==> src/rtl/dmem_arbiter_pkg.sv <==
// Shared types and byte-lane helpers for the data-memory arbiter.
package dmem_arbiter_pkg;

  typedef enum logic [0:0] {
    IDLE = 1'b0,
    RMW  = 1'b1
  } state_e;

  // Pull one byte out of a word; lane 0 is bits [7:0].
  function automatic logic [7:0] extract_byte(input logic [31:0] word,
                                              input logic [1:0]  lane);
    logic [7:0] result;
    case (lane)
      2'd0:    result = word[7:0];
      2'd1:    result = word[15:8];
      2'd2:    result = word[23:16];
      default: result = word[31:24];
    endcase
    return result;
  endfunction

  // Replace one byte lane of a word, keeping the other three lanes.
  function automatic logic [31:0] merge_byte(input logic [31:0] word,
                                             input logic [1:0]  lane,
                                             input logic [7:0]  data);
    logic [31:0] result;
    result = word;
    case (lane)
      2'd0:    result[7:0]   = data;
      2'd1:    result[15:8]  = data;
      2'd2:    result[23:16] = data;
      default: result[31:24] = data;
    endcase
    return result;
  endfunction

endpackage

==> src/rtl/dmem_arbiter_if.sv <==
// Bundle of CPU, external-port and dmem signals around the arbiter.
// slave = arbiter side, master = environment (CPU, loader, memory) side.
interface dmem_arbiter_if #(
  parameter int AW = 32
);
  logic          cpu_req;
  logic          cpu_we;
  logic          cpu_b;
  logic [AW-1:0] cpu_addr;
  logic [31:0]   cpu_wdata;
  logic [31:0]   cpu_rdata;
  logic          cpu_stall;

  logic          ext_valid;
  logic          ext_we;
  logic [AW-1:0] ext_addr;
  logic [31:0]   ext_wdata;
  logic          ext_ready;
  logic          ext_rvalid;
  logic [31:0]   ext_rdata;

  logic          mem_we;
  logic [AW-1:0] mem_a;
  logic [31:0]   mem_wd;
  logic [31:0]   mem_rd;

  modport slave (
    input  cpu_req, cpu_we, cpu_b, cpu_addr, cpu_wdata,
    output cpu_rdata, cpu_stall,
    input  ext_valid, ext_we, ext_addr, ext_wdata,
    output ext_ready, ext_rvalid, ext_rdata,
    output mem_we, mem_a, mem_wd,
    input  mem_rd
  );

  modport master (
    output cpu_req, cpu_we, cpu_b, cpu_addr, cpu_wdata,
    input  cpu_rdata, cpu_stall,
    output ext_valid, ext_we, ext_addr, ext_wdata,
    input  ext_ready, ext_rvalid, ext_rdata,
    input  mem_we, mem_a, mem_wd,
    output mem_rd
  );
endinterface

==> src/rtl/dmem_arbiter_byte_lane.sv <==
// Combinational byte extract (for LDRB) and byte merge (for STRB).
module byte_lane
  import dmem_arbiter_pkg::*;
(
  input  logic [31:0] rd_word,
  input  logic [31:0] wr_word,
  input  logic [1:0]  lane,
  input  logic [7:0]  wr_byte,
  output logic [31:0] rd_byte_zx,
  output logic [31:0] wr_merged
);

  assign rd_byte_zx = {24'h0, extract_byte(rd_word, lane)};
  assign wr_merged  = merge_byte(wr_word, lane, wr_byte);

endmodule

==> src/rtl/dmem_arbiter.sv <==
// Single-port data-memory arbiter between the CPU and an external
// loader/debug port. Byte stores use a two-cycle read-modify-write.
// Optional ARB_FAIRNESS_EN adds a starvation counter that forces an
// ext grant after STARVE_LIMIT consecutive denied cycles.
module dmem_arbiter
  import dmem_arbiter_pkg::*;
#(
  parameter int STARVE_LIMIT = 4,
  parameter int AW           = 32
) (
  input logic            clk,
  input logic            reset,
  dmem_arbiter_if.slave  bus
);

  state_e        state_q, state_d;
  logic [31:0]   rmw_word_q, rmw_word_d;
  logic          ext_rvalid_q, ext_rvalid_d;
  logic [31:0]   ext_rdata_q, ext_rdata_d;

  logic          ext_grant;
  logic          force_ext;
  logic          cpu_stall;
  logic [31:0]   cpu_rdata;
  logic          mem_we;
  logic [AW-1:0] mem_a;
  logic [31:0]   mem_wd;
  logic [31:0]   lane_rd;
  logic [31:0]   lane_merged;

  byte_lane u_byte_lane (
    .rd_word   (bus.mem_rd),
    .wr_word   (rmw_word_q),
    .lane      (bus.cpu_addr[1:0]),
    .wr_byte   (bus.cpu_wdata[7:0]),
    .rd_byte_zx(lane_rd),
    .wr_merged (lane_merged)
  );

`ifdef ARB_FAIRNESS_EN
  localparam int CW = $clog2(STARVE_LIMIT + 1);
  logic [CW-1:0] starve_cnt_q, starve_cnt_d;

  // Count consecutive denied ext cycles, saturating at the limit
  always_comb begin
    starve_cnt_d = starve_cnt_q;
    if (ext_grant || !bus.ext_valid) begin
      starve_cnt_d = '0;
    end else if (starve_cnt_q != CW'(STARVE_LIMIT)) begin
      starve_cnt_d = starve_cnt_q + CW'(1);
    end
  end

  // Starvation counter register
  always_ff @(posedge clk or negedge reset) begin
    if (!reset) starve_cnt_q <= '0;
    else        starve_cnt_q <= starve_cnt_d;
  end

  assign force_ext = (state_q == IDLE) && bus.ext_valid &&
                     (starve_cnt_q == CW'(STARVE_LIMIT));
`else
  assign force_ext = 1'b0;
`endif

  // Arbitration, next state and all port outputs; everything quiet in reset
  always_comb begin
    state_d      = state_q;
    rmw_word_d   = rmw_word_q;
    ext_rvalid_d = 1'b0;
    ext_rdata_d  = ext_rdata_q;
    ext_grant    = 1'b0;
    cpu_stall    = 1'b0;
    cpu_rdata    = '0;
    mem_we       = 1'b0;
    mem_a        = '0;
    mem_wd       = '0;
    if (reset) begin
      case (state_q)
        IDLE: begin
          if (force_ext) begin
            ext_grant = 1'b1;
            cpu_stall = 1'b1;
          end else if (bus.cpu_req) begin
            mem_a = bus.cpu_addr;
            if (bus.cpu_we && bus.cpu_b) begin
              cpu_stall  = 1'b1;
              rmw_word_d = bus.mem_rd;
              state_d    = RMW;
            end else if (bus.cpu_we) begin
              mem_we = 1'b1;
              mem_wd = bus.cpu_wdata;
            end else if (bus.cpu_b) begin
              cpu_rdata = lane_rd;
            end else begin
              cpu_rdata = bus.mem_rd;
            end
          end else if (bus.ext_valid) begin
            ext_grant = 1'b1;
          end
        end
        RMW: begin
          mem_a   = bus.cpu_addr;
          mem_we  = 1'b1;
          mem_wd  = lane_merged;
          state_d = IDLE;
        end
        default: state_d = IDLE;
      endcase
      if (ext_grant) begin
        mem_a  = bus.ext_addr & ~AW'(3);
        mem_we = bus.ext_we;
        mem_wd = bus.ext_wdata;
        if (!bus.ext_we) begin
          ext_rvalid_d = 1'b1;
          ext_rdata_d  = bus.mem_rd;
        end
      end
    end
  end

  // State and data registers
  always_ff @(posedge clk or negedge reset) begin
    if (!reset) begin
      state_q      <= IDLE;
      rmw_word_q   <= '0;
      ext_rvalid_q <= 1'b0;
      ext_rdata_q  <= '0;
    end else begin
      state_q      <= state_d;
      rmw_word_q   <= rmw_word_d;
      ext_rvalid_q <= ext_rvalid_d;
      ext_rdata_q  <= ext_rdata_d;
    end
  end

  assign bus.cpu_rdata  = cpu_rdata;
  assign bus.cpu_stall  = cpu_stall;
  assign bus.ext_ready  = ext_grant;
  assign bus.ext_rvalid = ext_rvalid_q;
  assign bus.ext_rdata  = ext_rdata_q;
  assign bus.mem_we     = mem_we;
  assign bus.mem_a      = mem_a;
  assign bus.mem_wd     = mem_wd;

endmodule

==> src/flat_wrapper.sv <==
// flat-port wrapper written by rule: the top's interface ports become plain ports
module dmem_arbiter_flat import dmem_arbiter_pkg::*;
#(
  parameter int STARVE_LIMIT = 4,
  parameter int AW           = 32
)
  (clk, reset, bus_cpu_req, bus_cpu_we, bus_cpu_b, bus_cpu_addr, bus_cpu_wdata, bus_cpu_rdata, bus_cpu_stall, bus_ext_valid, bus_ext_we, bus_ext_addr, bus_ext_wdata, bus_ext_ready, bus_ext_rvalid, bus_ext_rdata, bus_mem_we, bus_mem_a, bus_mem_wd, bus_mem_rd);
  dmem_arbiter_if #(.AW(AW)) bus_i ();
  input logic clk;
  input logic reset;
  input wire logic [$bits(bus_i.cpu_req)-1:0] bus_cpu_req;
  input wire logic [$bits(bus_i.cpu_we)-1:0] bus_cpu_we;
  input wire logic [$bits(bus_i.cpu_b)-1:0] bus_cpu_b;
  input wire logic [$bits(bus_i.cpu_addr)-1:0] bus_cpu_addr;
  input wire logic [$bits(bus_i.cpu_wdata)-1:0] bus_cpu_wdata;
  output wire logic [$bits(bus_i.cpu_rdata)-1:0] bus_cpu_rdata;
  output wire logic [$bits(bus_i.cpu_stall)-1:0] bus_cpu_stall;
  input wire logic [$bits(bus_i.ext_valid)-1:0] bus_ext_valid;
  input wire logic [$bits(bus_i.ext_we)-1:0] bus_ext_we;
  input wire logic [$bits(bus_i.ext_addr)-1:0] bus_ext_addr;
  input wire logic [$bits(bus_i.ext_wdata)-1:0] bus_ext_wdata;
  output wire logic [$bits(bus_i.ext_ready)-1:0] bus_ext_ready;
  output wire logic [$bits(bus_i.ext_rvalid)-1:0] bus_ext_rvalid;
  output wire logic [$bits(bus_i.ext_rdata)-1:0] bus_ext_rdata;
  output wire logic [$bits(bus_i.mem_we)-1:0] bus_mem_we;
  output wire logic [$bits(bus_i.mem_a)-1:0] bus_mem_a;
  output wire logic [$bits(bus_i.mem_wd)-1:0] bus_mem_wd;
  input wire logic [$bits(bus_i.mem_rd)-1:0] bus_mem_rd;
  assign bus_i.cpu_req = bus_cpu_req;
  assign bus_i.cpu_we = bus_cpu_we;
  assign bus_i.cpu_b = bus_cpu_b;
  assign bus_i.cpu_addr = bus_cpu_addr;
  assign bus_i.cpu_wdata = bus_cpu_wdata;
  assign bus_cpu_rdata = bus_i.cpu_rdata;
  assign bus_cpu_stall = bus_i.cpu_stall;
  assign bus_i.ext_valid = bus_ext_valid;
  assign bus_i.ext_we = bus_ext_we;
  assign bus_i.ext_addr = bus_ext_addr;
  assign bus_i.ext_wdata = bus_ext_wdata;
  assign bus_ext_ready = bus_i.ext_ready;
  assign bus_ext_rvalid = bus_i.ext_rvalid;
  assign bus_ext_rdata = bus_i.ext_rdata;
  assign bus_mem_we = bus_i.mem_we;
  assign bus_mem_a = bus_i.mem_a;
  assign bus_mem_wd = bus_i.mem_wd;
  assign bus_i.mem_rd = bus_mem_rd;
  dmem_arbiter #(.STARVE_LIMIT(STARVE_LIMIT), .AW(AW)) u_core (.clk(clk), .reset(reset), .bus(bus_i));
endmodule
==> config.mk <==
export PLATFORM = sky130hd
export DESIGN_NAME = dmem_arbiter_flat
export DESIGN_NICKNAME = d
export VERILOG_FILES = /design/src/rtl/dmem_arbiter_pkg.sv /design/src/rtl/dmem_arbiter_if.sv /design/src/rtl/dmem_arbiter_byte_lane.sv /design/src/rtl/dmem_arbiter.sv /design/src/flat_wrapper.sv
export SDC_FILE = /design/constraint.sdc
export NUM_CORES = 1
export LEC_CHECK = 0
export ABC_AREA = 0
export CAP_MARGIN = 15
export CORE_AREA = 2 2 117 119
export DETAILED_ROUTE_END_ITERATION = 6
export DIE_AREA = 0 0 119 121
export DONT_BUFFER_PORTS = 1
export SYNTH_ARGS = -nofsm -noshare
export SYNTH_HDL_FRONTEND = slang
export SYNTH_SLANG_ARGS = --single-unit
==> constraint.sdc <==
create_clock -name clk -period 2.4 [get_ports clk]
set_clock_uncertainty 0.05 [all_clocks]
set_input_delay 0.36 -clock clk [delete_from_list [all_inputs] [get_ports clk]]
set_output_delay 0.36 -clock clk [all_outputs]
set_load 0.02 [all_outputs]
==> PnR_summary.wiki, run 1 <==
{| class="wikitable"
! Metric !! Value
|-
| Outcome || finished, final reports clean
|-
| Mapped Nets || 548
|-
| Num rows || 42
|-
| Critical setup path kind || register to output port
|-
| DRT antenna net count || 0
|-
| Clock slew at reported path FFs || 60 ps
|-
| Share of power burned in combinational logic || 0.225
|-
| Fillcell total || 1,277
|-
| Internal || 2.56 mW
|-
| TritonCTS buffer count || 9
|-
| Maximum clock path buffer count || 2
|-
| Count of routing violations after the opening detailed-route iteration || 223
|-
| Sequential cell fraction of total power || 0.458
|-
| Chip height || 121 um
|-
| Worst slew margin relative to its limit || 0.487
|-
| Biggest cell delay along the critical path || 480 ps
|-
| I/O pins || 299
|-
| Worst-skew pair later-pin latency || 330 ps
|-
| Pin count of the biggest net entering global routing || 67
|-
| GRT Util Overall || 0.224
|-
| Detailed Place HPWL || 13,600 um
|-
| Worst Setup Slack, final || 115 ps
|-
| Total power || 3.75 mW
|-
| Initial core utilization || 0.330
|-
| CP arrival || 1870 ps
|-
| Via density per instance || 5.73
|-
| Mean cell area of the mapped netlist || 11.3 um2
|-
| Number of antenna violations at the first check in global routing || 1
|-
| Crit path buffers/inverters || 3
|-
| Master of the slowest instance on the critical path || sky130_fd_sc_hd__dfrtp_2
|-
| Dominant cell by count in the synthesized netlist || sky130_fd_sc_hd__dfrtp_1
|-
| Commonest cells in the synthesized netlist || sky130_fd_sc_hd__dfrtp_1 (66), sky130_fd_sc_hd__mux2_2 (51), sky130_fd_sc_hd__mux2i_1 (32), sky130_fd_sc_hd__o21ai_0 (32), sky130_fd_sc_hd__a22o_1 (30)
|-
| Final Routed Wirelength || 17,000 um
|-
| Port buffer count || 0
|-
| Cell Area, Synth || 4320 um2
|-
| Post-layout min period || 2280 ps
|-
| Min-delay worst type || input port to register
|-
| Peak ir drop on the vdd network || 0.000294 V
|-
| Cell types occupying the most area after synthesis || sky130_fd_sc_hd__dfrtp_1 (38%), sky130_fd_sc_hd__mux2_2 (13%), sky130_fd_sc_hd__mux2_4 (10%)
|-
| Floorplan core area || 13,100 um2
|-
| Most instantiated flip-flop cell in the synthesis netlist || sky130_fd_sc_hd__dfrtp_1
|-
| Final critical-path share of the clock period || 0.952
|-
| Yosys reg bits || 66
|-
| Synthesis-to-layout area growth || 19.1%
|-
| Horiz. Die Dim || 119 um
|-
| Synth Instances || 381
|-
| Grt total ovfl || 0
|-
| Number of hold violations in the final report || 0
|-
| CTS sink cnt || 66
|-
| Chain of cells forming the critical path || nor4bb_4, buf_4, buf_8, a22o_1, buf_12
|-
| Initial DRT Pass Iterations || 5
|-
| EDFF count, synth || 0
|-
| Clock Power Share || 0.316
|-
| Total of max-cap violations || 0
|-
| Startpoint type of the worst setup path || register
|-
| Type of destination of the critical path || output port
|-
| First-pass GRT wire length || 23,500 um
|-
| Area share of the leading cell type in the synthesized netlist || 0.383
|-
| Leading area contributor after synthesis || sky130_fd_sc_hd__dfrtp_1
|-
| H-tree levels || 3
|-
| Switching power total || 1.19 mW
|-
| Switching share of total power || 0.317
|-
| Least-Margin Pin Slew || 762 ps
|-
| Final setup violating endpoints || 0
|-
| Via Count || 3,414
|-
| Share of layout cells above drive strength 1 || 0.376
|-
| Family of cells with the greatest summed delay on the critical path || buffers and inverters
|-
| Number of unique standard cell types used by synthesis || 30
|-
| Share of synthesized registers carrying an async set or reset || 1.00
|-
| Clock tree from TritonCTS || built
|-
| Crit Path Max Fanout || 31
|-
| Pre-CTS WS || 244 ps
|-
| Final total negative setup slack || 0 ps
|-
| Setup repair after global routing missed its margin || false
|-
| Power density normalized to cell area || 728 nW/um2
|-
| Endpoint required time on the critical path || 1990 ps
|-
| FMAX || 0.438 GHz
|-
| Number of nets in the final layout || 580
|-
| Number of global-route vias before repair || 3,515
|-
| Post-route DRC violation count || 0
|-
| Synth warnings || 0
|-
| Average wire per standard cell || 28.5 um
|-
| Area of the die || 14,400 um2
|-
| Final Max Tran Viols || 0
|-
| Leakage Power || 2.31 nW
|-
| Seq/Total Area, Yosys || 0.383
|-
| Final weighted congestion in routability-driven placement || 0.824
|-
| Clock Root Buffer || sky130_fd_sc_hd__clkbuf_16
|}
## placed cells by master (no fill, tap or decap), types with 2 or more instances in the layout
master and count:
sky130_fd_sc_hd__nand2_1 10, sky130_fd_sc_hd__buf_12 4, sky130_fd_sc_hd__nor2b_1 9, sky130_fd_sc_hd__dfrtp_1 65, sky130_fd_sc_hd__nand2b_1 2, sky130_fd_sc_hd__mux2i_1 32, sky130_fd_sc_hd__nor2_1 11, sky130_fd_sc_hd__mux2_4 29
sky130_fd_sc_hd__clkbuf_1 3, sky130_fd_sc_hd__o21ai_0 32, sky130_fd_sc_hd__buf_4 50, sky130_fd_sc_hd__inv_1 2, sky130_fd_sc_hd__clkinv_2 3, sky130_fd_sc_hd__a221oi_1 8, sky130_fd_sc_hd__a32oi_1 24, sky130_fd_sc_hd__diode_2 2
sky130_fd_sc_hd__a22o_1 30, sky130_fd_sc_hd__clkbuf_16 10, sky130_fd_sc_hd__and2_1 27, sky130_fd_sc_hd__mux2_2 51
## power groups by stage
stage	Sequential [mW]	Clock [mW]	Combinational (mW)
4_1_cts	1.72	1.20	0.846
5_1_grt	1.75	1.25	0.905
6_report	1.72	1.19	0.844
3_5_place_dp	1.73	0	0.811
3_3_place_gp	1.72	0	0.788
2_1_floorplan	1.67	0	0.661
## cell families (layout without fill, tap and decap cells)
family          after synthesis  count (layout)  synth area share
mux                         112             112             0.308
compound gates               98              98             0.170
flops                        66              66             0.383
simple gates                 66              66            0.0864
buf+inv                      39              76            0.0530
other cells                   0               2                 0
## repair_timing
| item | 4_1_cts | 5_1_grt |
|---|---|---|
| resized for setup | 1 | 2 |
| pin swaps | 0 | 1 |
| cloned | 0 | 1 |
| setup endpoints to repair | 18 | 48 |
| hold buffers | 2 | 0 |
| endpoints found under the hold margin | 66 | 0 |
| buffers inserted | 0 | 1 |
## stage by stage
stage               utilization  instance area [um2]  hold slack (ps)  std cells
floorplan                     -                 4320             14.4        381
global placement          0.366                 4790             15.8        574
detailed placement        0.366                 4790             15.6        574
CTS                       0.390                 5100              118        592
global route              0.393                 5140              119        594
finish                    0.393                 5140              123        596
## state kept, by name (all words and copies together) (netlist names)
signal and flops:
u_core.bus.ext_rvalid 1, u_core.state_q 1, u_core.rmw_word_q 32, u_core.bus.ext_rdata 32
## final timing paths
kind                                      start  cells after the start                       end  slack [ps]
min                              bus_mem_rd[30]                      1  u_core.bus.ext_rdata[30]         120
max                              u_core.state_q                      5             bus_mem_a[31]         120
min reg2reg                u_core.rmw_word_q[6]                      1      u_core.rmw_word_q[6]         460
max in group asynchronous                 reset                      2  u_core.bus.ext_rdata[19]        1480
min in group asynchronous                 reset                      2     u_core.rmw_word_q[11]         540
max reg2reg                      u_core.state_q                      6  u_core.bus.ext_rdata[20]         280
## area by class of cell
type                            count  area [um2]  share of cell area
Timing Repair Buffer               58         533               0.104
Tap cell                          176         220              0.0428
Inverter                            2        7.51             0.00146
Antenna cell                        2        5.00            0.000973
Multi-Input combinational cell    276        2460               0.478
Clock inverter                      3        15.0             0.00292
Clock buffer                       13         250              0.0487
Sequential cell                    66        1650               0.321
## per-layer routing
metal,vias up,track usage,share of wire
li1,1502,-,-
met1,1697,0.234,0.35
met2,190,0.422,0.54
met3,25,0.0771,0.083
met4,0,0.0692,0.022
met5,-,0,0
Note: power is estimated with default switching activity, not from simulation.
==> inputs of run 2 (changes only) <==
Settings changed: SKIP_LAST_GASP set to 1.
==> results of run 2 <==
The final DEF is identical to that of run 1; final timing and power are the same.
==> edit 1: new RTL, settings of run 1 <==
Build with the macro `ARB_FAIRNESS_EN` defined.
--- a/src/rtl/dmem_arbiter.sv
+++ b/src/rtl/dmem_arbiter.sv
@@ -4,2 +4,4 @@
 // ext grant after STARVE_LIMIT consecutive denied cycles.
+`define ARB_FAIRNESS_EN
+
 module dmem_arbiter
Function: same outputs for any inputs over 4 cycles, from zero or initial values and one cycle with reset low; that may be too few to reach the edited logic, so the function may still have changed.
==> edit 1 against run 1 <==
Utilization up 9.3 points; global-route usage up 2.7 points; wire length up 13%; power up 13%; clock power up 11%; worst hold slack worse by 0.024 ns; maximum frequency down 4.5%; cell area up 24%; sequential cell count up 3; setup slack worse by 0.11 ns; synthesized area up 15%; critical path depth up 4; first-iteration DRC count up 38%; critical endpoint is now bus_cpu_rdata[21].
==> edit 1: results (changes against run 1) <==
- Status: complete, no violations
- Post-synthesis xor/xnor area fraction: 0.1767% (+0.18 points)
- Fillers: 1,183 (-7.4%)
- Post-cts resize count: 82 (+81)
- Routed length on met2: 9.118 mm (-1.4%)
- 1st-iter DRT viols: 307 (+38%)
- Multi-input gates: 366 (+33%)
- Register area: 1728 um^2 (+4.5%)
- Worst Path Arrival: 1.98 ns (+0.11 ns)
- Top cells by area, synth: dfrtp_1, mux2_2, a211oi_1
- Post-synthesis adder-cell area fraction: 0.5049% (+0.50 points)
- Non-clock buffer count: 72 (+24%)
- Clock buf/inv share: 4.684% (-0.47 points)
- Grt met1 use: 32.38% (+9.0 points)
- Worst path max stage delay: 0.34 ns (-0.14 ns)
- Nets: 699 (+21%)
- Utilization after layout: 48.58% (+9.3 points)
- Synthesized area per cell: 9.833 um^2 (-13%)
- Drt wl/cell: 27.02 um (-5.3%)
- Antenna Diode Count: 0 (-2)
- Multi-input gate area: 3336 um^2 (+36%)
- Nonclk inv count: 12 (+10)
- Sequential cell area share: 27.18% (-5.0 points)
- Dpl ws: 0.1486 ns (-0.09584 ns)
- First-pass GRT wire length: 27.44 mm (+17%)
- Placed cell area: 5469 um^2 (+14%)
- Mux share of post-synthesis cell area: 19.59% (-11 points)
- Cell leakage power: 2.700 nW (+17%)
- Tot GR Track Use: 25.15% (+2.7 points)
- Number of sequential cells: 69 (+4.5%)
- Maximum vdd drop: 0.0004482 V (+53%)
- M1 WL: 7.960 mm (+33%)
- Post-DP HPWL: 13.66 mm (+0.52%)
- Buffer share of cell area: 11.47% (+1.1 points)
- Area Growth Syn to Fin: 28.28%
[edit 1: cells by family (layout without fill, tap and decap cells)]
logic type                 Yosys count  in the layout
AOI/OAI and AO/OA                  157            157
xor gates and xnor gates             1              1
adders and majority gates            2              2
buffers and inverters               69            100
DFF                                 69             69
muxes                               89             89
and+or+nand+nor                    117            117
[edit 1: worst paths after layout]
kind / start / to / slack (ns) / cells past startpoint
max: u_core.starve_cnt_q[0] / bus_cpu_rdata[21] / 0.007 / 9
min: reset / u_core.state_q / 0.1 / 1
max reg2reg: u_core.starve_cnt_q[0] / u_core.rmw_word_q[15] / 0.31 / 9
min reg2reg: u_core.rmw_word_q[17] / u_core.rmw_word_q[17] / 0.45 / 1
max in group asynchronous: reset / u_core.state_q / 1.50 / 2
min in group asynchronous: reset / u_core.bus.ext_rdata[14] / 0.51 / 2
[edit 1: where the power goes]
group	switching (mW)	leakage (nW)	internal (mW)	total (mW)
Combinational	0.523	1.72	0.566	1.09
Clock	0.510	0.142	0.807	1.32
Sequential	0.388	0.836	1.46	1.84
==> edit 2: new RTL, config.mk and constraints of run 1 <==
Made on the original files. Take the reset off `rmw_word_q` and load it in a clocked block of its own.
--- a/src/rtl/dmem_arbiter.sv
+++ b/src/rtl/dmem_arbiter.sv
@@ -125,3 +125,2 @@
       state_q      <= IDLE;
-      rmw_word_q   <= '0;
       ext_rvalid_q <= 1'b0;
@@ -130,3 +129,2 @@
       state_q      <= state_d;
-      rmw_word_q   <= rmw_word_d;
       ext_rvalid_q <= ext_rvalid_d;
@@ -134,2 +132,6 @@
     end
+  end
+
+  always_ff @(posedge clk) begin
+    rmw_word_q <= rmw_word_d;
   end
Formal check against the unedited RTL: same outputs for any inputs over 4 cycles, from zero or initial values and one cycle with reset low; that may be too few to reach the edited logic, so the function may still have changed.
==> edit 2 against run 1 <==
Synthesized area is 8.0% lower; wire length is 13% lower; sequential share of layout area is 5.8 points higher; cell area is 7.1% lower; sequential cell count stayed put; setup slack worse by 0.033 ns; power is 8.6% lower; critical endpoint is now bus_mem_wd[8].
==> edit 2: results (changes against run 1) <==
- Cells after Synth: 346 (-9.2%)
- Maximum vdd drop: 0.0004937 V (+68%)
- Asr flop ratio synth: 51.52% (-48 points)
- Antenna Diode Count: 0 (-2)
- Worst skew pair latency: 0.33 ns (about the same)
- Synth Flop Type: dfrtp_1
- GP Congestion: 0.7963 (-3.3%)
- Routed WL: 14.75 mm (-13%)
- Worst-margin pin slew: 0.6583 ns (-0.1036 ns)
- Commonest cells in the netlist: dfrtp_1, edfxtp_1, mux2i_1, o21ai_0, a22o_1
- Clock transition at path regs: 0.06 ns (about the same)
- Clk root buf: clkbuf_16
- H-tree levels: 3 (unchanged)
- Initial antenna violation count: 0 (-1)
- Top cells by area, synth: edfxtp_1, dfrtp_1, mux2_1
- Vias/cell: 5.719 (-0.16%)
- Tot GR Track Use: 19.65% (-2.8 points)
- Tot Pwr: 3.422 mW (-8.6%)
- Nets: 541 (-6.7%)
- Max clock buf depth: 2 (unchanged)
- Via count: 3,174 (-7.0%)
- Post-synth EDFFs: 32 (+32)
- Port Buffers: 0 (unchanged)
- Syn nets: 513 (-6.4%)
- Synth unique cells: 29 (-3.3%)
- Cts bufs inserted: 9 (unchanged)
- Vias in the first global route: 3,103 (-12%)
- Drt pass-1 iters: 4 (-1)
- Ratio of cells with drive above 1 in the final layout: 23.75% (-14 points)
- 1st-iter DRT viols: 195 (-13%)
- Worst Path Arrival: 1.91 ns (+0.04 ns)
- Largest net degree at the start of global routing: 35 (-48%)
- Post-DP HPWL: 11.63 mm (-14%)
- Sequential fraction of the synthesis area: 45.62% (+7.4 points)
- Hold Crit Class: in2reg
- First-pass GRT wire length: 20.41 mm (-13%)
- Cell leakage power: 1.991 nW (-14%)
- Worst-path fanout max: 33 (+6.5%)
- YS warnings: 0 (unchanged)
- Status: complete, no violations
## edit 2: changes by cell type after synthesis, moves of 6 or more
| cell | run 1 | this run |
|---|---|---|
| mux2_2 | 51 | 19 |
| edfxtp_1 | 0 | 32 |
| mux2_4 | 29 | 0 |
| clkbuf_1 | 17 | 23 |
| dfrtp_1 | 66 | 34 |
| mux2_1 | 0 | 29 |
## edit 2: timing repair
item	in CTS	in global routing
setup buffers	0	0
cloned	1	0
setup endpoints to repair	12	4
resized for setup	2	3
hold endpoints to repair	34	0
pin swaps	1	0
hold buffers	2	0
## edit 2: metal layers
layer | vias to the layer above | routed length [um] | track usage, %
met3 | 12 | 1091 | 5.545
met4 | 0 | 240 | 6.027
met2 | 178 | 7236 | 31.65
li1 | 1396 | - | -
met5 | - | 0 | 0
met1 | 1588 | 6183 | 25.66
## edit 2: report_power, final
group | total, mW | internal [mW] | switching [mW]
clock | 1.29 | 0.790 | 0.501
combinational | 0.543 | 0.237 | 0.306
sequential | 1.59 | 1.33 | 0.256
## edit 2: stage by stage
| step | worst slack [ns] | util [%] | area (um^2) |
|---|---|---|---|
| global placement | 0.2907 | 33.73 | 4413 |
| CTS | 0.04568 | 36.51 | 4777 |
| floorplan | 0.2545 | - | 3971 |
| detailed placement | 0.2851 | 33.73 | 4413 |
| finish | 0.08267 | 36.51 | 4777 |
| global route | -0.02562 | 36.51 | 4777 |
## edit 2: final cells by class
| type | instances | area [um^2] |
|---|---|---|
| fill | 1293 | 8308 |
| multi-input combinational | 245 | 1999 |
| sequential | 66 | 1813 |
| timing repair buffer | 50 | 440.4 |
| clock buffer | 11 | 264.0 |
| tap | 176 | 220.2 |
| clock inverter | 5 | 32.53 |
| inverter | 2 | 7.507 |
## edit 2: critical path, cell delays in order (launching register included)
cell      delay [ns]
dfrtp_2         0.48
nor4bb_4        0.39
buf_12          0.25
a32oi_1         0.12
o21ai_1         0.14
buf_4           0.19
## edit 2: path summary, 6_finish.rpt
check | from | endpoint | slack, ns | depth (start not counted)
worst max-delay path | u_core.state_q | bus_mem_wd[8] | 0.08 | 5
worst min-delay path | bus_mem_rd[2] | u_core.rmw_word_q[2] | 0.07 | 0
worst max register to register | u_core.state_q | u_core.rmw_word_q[11] | 0.47 | 4
worst min register to register | u_core.bus.ext_rdata[16] | u_core.bus.ext_rdata[16] | 0.59 | 1
max in group asynchronous | reset | u_core.state_q | 1.64 | 2
min in group asynchronous | reset | u_core.bus.ext_rdata[27] | 0.46 | 2
## edit 2: logic make-up after synthesis
group	Yosys count	share of synthesized area [%]
buf+inv	35	4.631
compound gates	98	18.46
simple gates	67	9.609
mux	80	21.68
flops	66	45.62
